<file path="config.mk">
export PLATFORM = sky130hd
export DESIGN_NAME = sort4_seq
export DESIGN_NICKNAME = d
export VERILOG_FILES = /design/src/rtl/sort4_seq_pkg.sv /design/src/rtl/sort4_cmp.sv /design/src/rtl/sort4_seq.sv
export SDC_FILE = /design/constraint.sdc
export NUM_CORES = 1
export LEC_CHECK = 0
export CAP_MARGIN = 25
export CORE_ASPECT_RATIO = 1.1
export CORE_MARGIN = 4
export CORE_UTILIZATION = 35
export DETAILED_ROUTE_END_ITERATION = 6
export GPL_ROUTABILITY_DRIVEN = 0
export SKIP_CTS_REPAIR_TIMING = 1
export SLEW_MARGIN = 20
export SYNTH_ARGS = -nofsm -noshare
export SYNTH_HDL_FRONTEND = slang
export SYNTH_SLANG_ARGS = --single-unit
</file>
<file path="constraint.sdc">
create_clock -name clk -period 6.4 [get_ports clk]
set_clock_uncertainty 0.1 [all_clocks]
set_input_delay 1.6 -clock clk [delete_from_list [all_inputs] [get_ports clk]]
set_output_delay 1.6 -clock clk [all_outputs]
set_load 0.005 [all_outputs]
</file>
<file path="src/rtl/sort4_seq_pkg.sv">
// Shared state encoding and the fixed compare-and-swap schedule for sort4_seq.
package sort4_seq_pkg;

    typedef enum logic [1:0] {
        S_IDLE = 2'd0,
        S_RUN  = 2'd1,
        S_DONE = 2'd2
    } state_t;

    localparam logic [2:0] LAST_STEP = 3'd5;

    // Bubble-sort pass schedule: (0,1) (1,2) (2,3) (0,1) (1,2) (0,1)
    function automatic logic [1:0] pair_left(input logic [2:0] step);
        logic [1:0] idx;
        case (step)
            3'd0:    idx = 2'd0;
            3'd1:    idx = 2'd1;
            3'd2:    idx = 2'd2;
            3'd3:    idx = 2'd0;
            3'd4:    idx = 2'd1;
            default: idx = 2'd0;
        endcase
        return idx;
    endfunction

    function automatic logic [1:0] pair_right(input logic [2:0] step);
        logic [1:0] idx;
        case (step)
            3'd0:    idx = 2'd1;
            3'd1:    idx = 2'd2;
            3'd2:    idx = 2'd3;
            3'd3:    idx = 2'd1;
            3'd4:    idx = 2'd2;
            default: idx = 2'd1;
        endcase
        return idx;
    endfunction

endpackage

</file>
<file path="src/rtl/sort4_cmp.sv">
// The block's single magnitude comparator: flags when a pair is out of order.
module sort4_cmp #(
    parameter int W       = 4,
    parameter int DESCEND = 0
) (
    input  logic [W-1:0] a,
    input  logic [W-1:0] b,
    output logic         swap
);

    // Strict compare so equal words stay put and the sort remains stable.
    generate
        if (DESCEND != 0) begin : g_desc
            assign swap = (a < b);
        end else begin : g_asc
            assign swap = (a > b);
        end
    endgenerate

endmodule

</file>
<file path="src/rtl/sort4_seq.sv">
// Four-word sequential sorter: six compare-and-swap steps through one shared comparator.
module sort4_seq
    import sort4_seq_pkg::*;
#(
    parameter int W       = 4,
    parameter int DESCEND = 0
) (
    input  logic         clk,
    input  logic         rst_n,
    input  logic         start,
    input  logic [W-1:0] din0,
    input  logic [W-1:0] din1,
    input  logic [W-1:0] din2,
    input  logic [W-1:0] din3,
    output logic         busy,
    output logic         done,
    output logic [W-1:0] dout0,
    output logic [W-1:0] dout1,
    output logic [W-1:0] dout2,
    output logic [W-1:0] dout3,
    output logic [2:0]   swaps
);

    state_t              r_state;
    state_t              w_state_nxt;
    logic [2:0]          r_step;
    logic [2:0]          r_cnt;
    logic [3:0][W-1:0]   r_w;
    logic [3:0][W-1:0]   r_dout;
    logic [2:0]          r_swaps;

    logic [1:0]          w_li;
    logic [1:0]          w_ri;
    logic [W-1:0]        w_a;
    logic [W-1:0]        w_b;
    logic                w_swap;
    logic [3:0][W-1:0]   w_w_nxt;
    logic [2:0]          w_cnt_nxt;
    logic                w_accept;
    logic                w_last;

    assign w_accept = start && ((r_state == S_IDLE) || (r_state == S_DONE));
    assign w_last   = (r_state == S_RUN) && (r_step == LAST_STEP);

    always_comb begin
        w_state_nxt = r_state;
        case (r_state)
            S_IDLE:  if (start) w_state_nxt = S_RUN;
            S_RUN:   if (r_step == LAST_STEP) w_state_nxt = S_DONE;
            S_DONE:  w_state_nxt = start ? S_RUN : S_IDLE;
            default: w_state_nxt = S_IDLE;
        endcase
    end

    always_ff @(posedge clk or negedge rst_n) begin
        if (!rst_n) r_state <= S_IDLE;
        else        r_state <= w_state_nxt;
    end

    assign w_li = pair_left(r_step);
    assign w_ri = pair_right(r_step);
    assign w_a  = r_w[w_li];
    assign w_b  = r_w[w_ri];

    sort4_cmp #(.W(W), .DESCEND(DESCEND)) u_cmp (
        .a    (w_a),
        .b    (w_b),
        .swap (w_swap)
    );

    always_comb begin
        w_w_nxt = r_w;
        if (w_swap) begin
            w_w_nxt[w_li] = w_b;
            w_w_nxt[w_ri] = w_a;
        end
        w_cnt_nxt = r_cnt + {2'b00, w_swap};
    end

    always_ff @(posedge clk or negedge rst_n) begin
        if (!rst_n) begin
            r_step  <= '0;
            r_cnt   <= '0;
            r_w     <= '0;
            r_dout  <= '0;
            r_swaps <= '0;
        end else if (w_accept) begin
            r_w    <= {din3, din2, din1, din0};
            r_step <= '0;
            r_cnt  <= '0;
        end else if (r_state == S_RUN) begin
            r_w    <= w_w_nxt;
            r_cnt  <= w_cnt_nxt;
            r_step <= w_last ? 3'd0 : r_step + 3'd1;
            // Result registers change only here, so no partial sort is ever visible.
            if (w_last) begin
                r_dout  <= w_w_nxt;
                r_swaps <= w_cnt_nxt;
            end
        end
    end

    assign busy  = (r_state == S_RUN);
    assign done  = (r_state == S_DONE);
    assign dout0 = r_dout[0];
    assign dout1 = r_dout[1];
    assign dout2 = r_dout[2];
    assign dout3 = r_dout[3];
    assign swaps = r_swaps;

endmodule

</file>
* Word level (Yosys, flattened, before mapping)
Cells that the tools add are included.
** Word-level totals
- Register bits :: 43
- Logic and storage cells :: 62
- Output and inout bits :: 21
- Bits of input ports :: 19
** Operators by class
- Bitwise logic cells :: 1
- Eq/ne operators :: 8
- Reduce and logical (&&, ||, !) cells :: 10
- $add $sub $neg :: 2
- Muxes and demuxes :: 24
- Order comparisons :: 5
** Operators with widths (count)
- $mux W16 :: 3
- $bwmux W16 :: 2
- $bmux W4 S2 :: 2
- $demux W4 S2 :: 2
- $mux W4 :: 4
- $mux W3 :: 5
- $pmux W2 S2 :: 2
- $eq A3 B3 Y1 const B :: 2
- $lt A2 B3 Y1 const B :: 2
- $pmux W2 S3 :: 1
- $ge A2 B1 Y1 const B :: 2
- $gt A4 B4 Y1 :: 1
- $logic_and A1 B1 Y1 :: 4
- $mux W2 :: 2
- $add A3 B1 Y3 :: 1
- $add A3 B1 Y3 const B :: 1
- $eq A3 B1 Y1 const B :: 1
- $eq A3 B2 Y1 const B :: 1
- $reduce_and A3 Y1 :: 1
- $eq A2 B1 Y1 const B :: 1
- $eq A2 B2 Y1 const B :: 1
- $logic_not A2 Y1 :: 1
- $ne A2 B1 Y1 const B :: 1
- $ne A2 B2 Y1 const B :: 1
- other kinds (6) :: 6

* Longest topological paths before layout
Gate-level depths: netlist (run 1).
- Word-level depth :: 12
- Gate-level depth with buffers :: 17
- Gate-level depth less buffers :: 15

* By module
Synthesis (run 1) repeated with hierarchy kept, for this count alone.
** Unflattened totals
- Cell total of the unflattened synthesis :: 285
- Area, all modules :: 2653.8 µm²
** By module, submodules not included
- sort4_seq :: area each 2555.0 µm², times used 1, cells each 272, sequential area each 1076.0 µm²
- sort4_cmp :: area each 98.8 µm², times used 1, cells each 13, sequential area each 0.0 µm²

* Least setup slack after synthesis (run 1)
Ideal clock, no wire load.
- Path type :: register to register
- From :: register r_step[0]
- To :: register r_cnt[1]
- Path buffers :: 1
- Required time :: 6.179 ns
- Setup time :: 0.121 ns
- Cell stages (with the launch flop) :: 15
- Arrival time :: 2.982 ns
- Clock period less this slack :: 3.203 ns
- Setup slack :: 3.197 ns
- Path through :: dfrtp_1 -> inv_1 -> ha_1 -> buf_2 -> or3b_1 -> a21oi_1 -> a221oi_1 -> ha_1 -> a21oi_1 -> o221ai_1 -> nand2_1 -> inv_2 -> ha_1 -> ha_1 -> a22o_1
** Between the ends
- Cells in the longest elaborated chain, start to end :: 9
- Elaborated cells on any way between the ends :: 14
- Those cells by class :: 1 x add/sub; 1 x order compare; 3 x eq/ne; 8 x mux; 1 x reduce/logical
** Ends and longest elaborated chain
- from (decl) :: RTL line sort4_seq.sv:26 : logic [2:0] r_step;
- from (signal assigned) :: RTL line sort4_seq.sv:94 : r_step <= w_last ? 3'd0 : r_step + 3'd1;
- $eq A3 B3 Y1 / $eq A3 B1 Y1 (equally long branches) :: RTL line sort4_seq_pkg.sv:15, sort4_seq_pkg.sv:28
- $reduce_or A2 Y1 (no line)
- $pmux W2 S2 (on tied branches) :: RTL line sort4_seq_pkg.sv:15, sort4_seq_pkg.sv:28
- $bmux W4 S2 (on tied branches) :: RTL line sort4_seq.sv:62, sort4_seq.sv:63
- $mux W4 (on tied branches) :: RTL line sort4_seq.sv:62, sort4_seq.sv:63
- $gt A4 B4 Y1 * :: RTL line sort4_cmp.sv:16 : assign swap = (a > b);
- $add A3 B1 Y3 * :: RTL line sort4_seq.sv:77 : w_cnt_nxt = r_cnt + {2'b00, w_swap};
- via w_cnt_nxt[1] :: RTL line sort4_seq.sv:38 : logic [2:0] w_cnt_nxt;
- $mux W3 * :: RTL line sort4_seq.sv:91 : end else if (r_state == S_RUN) begin
- $mux W3 * :: RTL line sort4_seq.sv:87 : end else if (w_accept) begin
- to (signal assigned) :: RTL line sort4_seq.sv:93 : r_cnt <= w_cnt_nxt;
- to (decl) :: RTL line sort4_seq.sv:27 : logic [2:0] r_cnt;
The timed path passes the listed nets; every way through them passes the cells marked *. The select of a mux whose other input is x is not followed.
A chain may end at the register's enable or synchronous reset.

* Worst setup path in the final report (run 1)
- From :: register r_step[1]
- To :: register r_swaps[2] (netlist: swaps[2])
** Between the ends
- Cells in the longest elaborated chain, start to end :: 7
- Elaborated cells on any way between the ends :: 15
- Those cells by class :: 1 x add/sub; 1 x order compare; 4 x eq/ne; 6 x mux; 3 x reduce/logical
** Ends and longest elaborated chain
- $eq A3 B3 Y1 / $eq A3 B1 Y1 (equally long branches) :: RTL line sort4_seq_pkg.sv:15, sort4_seq_pkg.sv:28
- $reduce_or A2 Y1 (no line)
- $pmux W2 S2 (on tied branches) :: RTL line sort4_seq_pkg.sv:15, sort4_seq_pkg.sv:28
- $bmux W4 S2 (on tied branches) :: RTL line sort4_seq.sv:62, sort4_seq.sv:63
- $mux W4 (on tied branches) :: RTL line sort4_seq.sv:62, sort4_seq.sv:63
- $gt A4 B4 Y1 :: RTL line sort4_cmp.sv:16
- $add A3 B1 Y3 :: RTL line sort4_seq.sv:77
- to (signal assigned) :: RTL line sort4_seq.sv:98 : r_swaps <= w_cnt_nxt;
- to (decl) :: RTL line sort4_seq.sv:30 : logic [2:0] r_swaps;
Parallel ways exist; a longest one is shown, timed or not. The select of a mux whose other input is x is not followed.

==> flow_summary_export.csv, run 1 <==
group,metric,value,unit
timing,worst_pin_slew,777,ps
timing,rsz0062_at_grt,"false",
finish,drive_gt1_frac,0.0897,
timing,tns,0,ps
yosys,netlist_area,0.00252,mm^2
drt,ant_nets,0,
cts,cts_buffer_depth,2,
worst_setup_path,reg2regPathDepth,14,
worst_setup_path,r2r_setup_slack,2020,ps
drt,wirelength,6870,um
worst_setup_path,critPathTopFamily,"adder cells",
drt,dr.first_iter.drc_count,215,
yosys,ys_seq_elements,43,
placed_design,dp_hpwl,4770,um
timing,setup_violations,0,
worst_setup_path,crit_buf_inv,2,
grt,grt_pass1_wl,11000,um
yosys,syn_inst,267,
timing,relSlewSlack,0.480,
worst_setup_path,r2r_end,"swaps[2]",
cts,clkSinkCount,43,
yosys,async_flop_share,1.00,
drt,drtPass1Iterations,5,
worst_setup_path,reg2reg_from,"r_step[1]",
yosys,ys_warn_count,0,
placed_design,io_buffers,39,
floorplan,core_area,0.00701,mm^2
timing,min_period_over_period,0.684,
finish,fillers,678,
worst_hold_path,hold_path.class,"reg2reg",
timing,fmax,0.228,GHz
drt,routedWlPerCell,17.8,um
worst_setup_path,critPathKind,"reg2reg",
yosys,synth.area.top_cells,"dfrtp_1 (43%), nand2_1 (5.7%), a221o_1 (5.2%)",
finish,seq_area,0.00108,mm^2
worst_setup_path,end_kind,"flop",
worst_setup_path,critPathSlowestCell,"ha_1",
cts,clockRootBuffer,"clkbuf_8",
cts,h-tree-depth,2,
yosys,avgSynthCellArea,9.43,um^2
floorplan,die_w,88.9,um
finish,final_core_util,0.440,
yosys,synthDistinctLibCells,51,
floorplan,die_area,0.00861,mm^2
floorplan,rows,32,
grt,grt_pass1_vias,2091,
worst_setup_path,cpMostUsedCell,"ha_1",
finish,multi_input_area,0.00133,mm^2
drt,vias_per_cell,5.70,
worst_setup_path,crit_chain,"inv_1 -> ha_1 -> nor3_1 -> or2_1 -> a222oi_1 -> ha_1 -> a21oi_1 -> o221ai_1 -> nand2_1 -> inv_2 -> ha_1 -> ha_1 -> xnor2_1 -> o21ai_0",
floorplan,start_util,0.359,
yosys,synth_ff_type,"dfrtp_1",
grt,grt_overflow,0,
cts,cts.clk_slew.worst_paths,90,ps
grt,antenna_found_initial,0,
floorplan,io_pins,40,
worst_hold_path,hold_path.startpoint,"dout3[1]",
timing,finalWorstPathRequiredPeriod,4380,ps
worst_setup_path,startpoint_type,"flop",
finish,antenna_cells,0,
floorplan,die_h,97.0,um
worst_hold_path,min_to,"dout3[1]",
worst_setup_path,cp.required,6490,ps
drt,drc,0,
timing,drv_slew,0,
grt,grt_start_max_net_pins,44,
worst_hold_path,hold_depth,2,
cts,cts_tree,"built",
job,drv_cap,0,
worst_setup_path,critPathArrivalTime,4470,ps
yosys,yosys.area.top_type,"dfrtp_1",
grt,grt_use_total,0.163,
worst_setup_path,crit_fanout,18,
yosys,seq_area_frac_synth,0.427,
finish,nets,329,
cts,cts_inserted_buffers,5,
finish,syn_to_final_growth,22.4,%
outcome,status,"complete, no violations",
yosys,synthesis.nets,296,
yosys,synth_edf_count,0,
yosys,yosys.area.top_type_share,0.427,
timing,hold_viol,0,
cts,clkLatencyLatePin,310,ps
worst_setup_path,cpPeakStageDelay,580,ps
drt,via_count,2201,
worst max path at each step:
stage / to / slack (ps) / start / cells past startpoint
after global placement: swaps[2] / 2330 / r_step[1] / 14
after detailed placement: swaps[2] / 2150 / r_step[1] / 14
after global routing: swaps[2] / 1700 / r_step[1] / 14
final: swaps[2] / 2020 / r_step[1] / 14
after floorplan: r_cnt[1] / 3200 / r_step[0] / 14
after CTS: swaps[2] / 2110 / r_step[1] / 14
through the flow:
step                instance area [um^2]  worst slack [ps]  hold WS (ps)  std cells
floorplan                           2520              3200           363        267
global placement                    2950              2330           349        377
detailed placement                  2950              2150           356        377
CTS                                 3060              2110           376        385
global route                        3080              1700           405        386
finish                              3080              2020           367        386
placed cells by master (no fill, tap or decap), types with 3 or more instances in the layout:
master	n
nor2_1	15
clkdlybuf4s50_1	38
a22o_1	3
nand3_1	3
a221o_1	13
a21o_1	3
mux2i_1	6
nor4_1	4
dfrtp_1	43
mux2_2	4
inv_1	7
and2_1	5
clkbuf_8	5
o221ai_1	4
ha_1	10
nand2_1	38
a21oi_1	13
a22oi_1	5
o21ai_0	18
nand2b_1	7
nor3_1	8
synth_stat cells (3+ instances only):
library cell	instances
nor2_1	15
a22oi_1	5
mux2_2	4
a221o_1	13
and2_1	5
nand3_1	3
nand2_1	38
ha_1	10
o21ai_0	18
clkbuf_1	8
inv_1	7
o221ai_1	4
nor4_1	4
buf_2	6
a21oi_1	13
a22o_1	3
mux2i_1	6
nand2b_1	7
a21o_1	3
dfrtp_1	43
nor3_1	8
sequential cells by signal, summed over array words and instances (netlist names):
name,cells
dout0,4
dout1,4
dout2,4
dout3,4
r_cnt,3
r_state,2
r_step,3
r_w,16
swaps,3
worst register-to-register path: stages (launching register included):
cell and delay (ps):
dfrtp_1 420, inv_1 90, ha_1 580, nor3_1 180, or2_1 320, a222oi_1 400
ha_1 340, a21oi_1 190, o221ai_1 180, nand2_1 510, inv_2 220, ha_1 250
ha_1 210, xnor2_1 180, o21ai_0 90
area by class of cell:
| class | instances | area share |
|---|---|---|
| Tap cell | 85 | 0.0345 |
| Timing Repair Buffer | 42 | 0.136 |
| Clock buffer | 5 | 0.0223 |
| Multi-Input combinational cell | 199 | 0.432 |
| Inverter | 9 | 0.0110 |
| Clock inverter | 3 | 0.0142 |
| Sequential cell | 43 | 0.349 |
kinds of logic after synthesis:
family / count (synthesis) / synth area share
and+or+nand+nor: 95 / 0.186
AOI/OAI and AO/OA: 82 / 0.245
DFF: 43 / 0.427
buffers and inverters: 25 / 0.0432
muxes: 10 / 0.0417
adders and majority gates: 10 / 0.0497
xor gates and xnor gates: 2 / 0.00696
routing by layer:
metal | track usage | wire length [um] | vias to the layer above
met2 | 0.242 | 3200 | 79
li1 | - | - | 1052
met5 | 0 | 0 | -
met1 | 0.240 | 3020 | 1059
met4 | 0.0535 | 126 | 0
met3 | 0.0256 | 520 | 11
Power of run 1 is not shown: default switching activity piles up to over one toggle a cycle in this logic, so the estimate is an artifact.
==> inputs of run 2 (changes only) <==
==> constraint.sdc (replaced) <==
create_clock -name clk -period 4.5 [get_ports clk]
set_clock_uncertainty 0.1 [all_clocks]
set_input_delay 1.125 -clock clk [delete_from_list [all_inputs] [get_ports clk]]
set_output_delay 1.125 -clock clk [all_outputs]
set_load 0.005 [all_outputs]
==> run 2 against run 1 <==
Against the previous run: register-to-register slack worse by 1400 ps; fmax grew 14%; hold slack about the same; sequential share of layout area grew 0.34 points; clock-buffer cell count grew 1; cell area is 0.97% lower; non-clock buffer count increased by 1; global-route usage up 0.83 points; critical path type unchanged.
==> flow_summary_export.csv, run 2 (same netlist as run 1, synthesis figures left out) <==
group,metric,value,unit
finish,largest_register_ffs,16,
grt,antenna_found_initial,0,
cts,cts_buffer_depth,2,
drt,drc,0,
worst_setup_path,reg2reg_from,"r_step[1]",
timing,hold_viol,0,
worst_hold_path,hold_depth,2,
finish,fillers,697,
floorplan,io_pins,40,
cts,cts_inserted_buffers,5,
finish,syn_to_final_growth,21.2,%
finish,largest-register,"r_w",
drt,wirelength,7010,um
placed_design,dpl-instance-area,0.00296,mm^2
drt,ant_nets,0,
timing,min_period_over_period,0.851,
cts,clkSinkCount,43,
worst_hold_path,min_to,"dout3[1]",
timing,drv_slew,0,
worst_setup_path,cp.required,4580,ps
timing,whs,367,ps
floorplan,start_util,0.359,
worst_setup_path,end_kind,"flop",
finish,antenna_cells,0,
drt,vias_per_cell,5.72,
worst_setup_path,critPathKind,"reg2reg",
worst_setup_path,startpoint_type,"flop",
timing,finalWorstPathRequiredPeriod,3830,ps
floorplan,die_w,88.9,um
worst_setup_path,r2r_setup_slack,670,ps
cts,clkLatencyLatePin,300,ps
cts,h-tree-depth,2,
timing,rsz0062_at_grt,"false",
timing,relSlewSlack,0.432,
cts,cts_tree,"built",
finish,layout_common_cells,"dfrtp_1 (43), nand2_1 (38), clkdlybuf4s50_1 (38), o21ai_0 (18), nor2_1 (15)",
outcome,status,"complete, no violations",
drt,routedWlPerCell,18.1,um
worst_setup_path,r2r_end,"swaps[2]",
placed_design,io_buffers,39,
drt,dr.first_iter.drc_count,207,
grt,grt_pass1_wl,11800,um
worst_setup_path,crit_fanout,17,
grt,grt_overflow,0,
timing,worst_pin_slew,849,ps
floorplan,core_area,0.00701,mm^2
finish,nets,330,
finish,mostFrequentLayoutCell,"dfrtp_1",
floorplan,rows,32,
worst_setup_path,startpoint,"r_step[1]",
worst_setup_path,reg2regPathDepth,14,
finish,drive_gt1_frac,0.0894,
drt,via_count,2212,
cts,clockRootBuffer,"clkbuf_8",
grt,grt_start_max_net_pins,44,
floorplan,die_h,97.0,um
worst_setup_path,critPathArrivalTime,3910,ps
cts,cts.clk_slew.worst_paths,90,ps
worst_hold_path,hold_path.startpoint,"dout3[1]",
timing,tns,0,ps
finish,final_core_util,0.436,
timing,setup_violations,0,
floorplan,die_area,0.00861,mm^2
timing,fmax,0.261,GHz
grt,grt_pass1_vias,2241,
job,drv_cap,0,
finish,stdcell_area,0.00305,mm^2
placed_design,dp_hpwl,4800,um
worst_hold_path,hold_path.class,"reg2reg",
drt,drtPass1Iterations,4,
grt,grt_use_total,0.172,
run 2: cell types whose count changed in the layout (fill, tap and decap cells not counted), sizes merged:
| cell | change |
|---|---|
| buf | +1 |
| bufinv | -1 |
| clkbuf | +1 |
| clkinv | -1 |
| clkinvlp | +1 |
run 2: through the flow:
step | std cells | setup slack, ps
after global placement | 379 | 830
after CTS | 387 | 713
after global routing | 387 | 363
final | 387 | 671
after detailed placement | 379 | 716
after floorplan | 267 | 1300
run 2: cell type report:
cell class	count	area [um^2]	area share
Multi-Input combinational cell	199	1330	0.437
Sequential cell	43	1080	0.353
Timing Repair Buffer	43	418	0.137
Tap cell	85	106	0.0349
Clock buffer	6	72.6	0.0238
Inverter	9	33.8	0.0111
Clock inverter	2	12.5	0.00410
run 2: worst max path at each step:
stage	end	slack, ps
after floorplan	r_cnt[1]	1300
after global placement	swaps[2]	830
after detailed placement	r_cnt[2]	720
after CTS	swaps[2]	710
after global routing	r_cnt[2]	360
final	swaps[2]	670
run 2: worst max-delay path: stages (launching register included):
cell and delay (ps):
dfrtp_1 410, inv_1 90, ha_1 600, nor3_1 170, or2_1 310, a222oi_1 400
ha_1 350, a21oi_1 190, o221ai_1 170, nand2_1 130, inv_2 100, ha_1 190
ha_1 210, xnor2_1 180, o21ai_0 90
run 2: metal layers:
metal / vias to the layer above / part of all wire / global-route usage
li1: 1059 / - / -
met1: 1076 / 0.46 / 0.242
met3: 8 / 0.052 / 0.0281
met2: 69 / 0.48 / 0.274
met5: - / 0 / 0
met4: 0 / 0.014 / 0.0372
Power of run 2 is left out for the same reason.
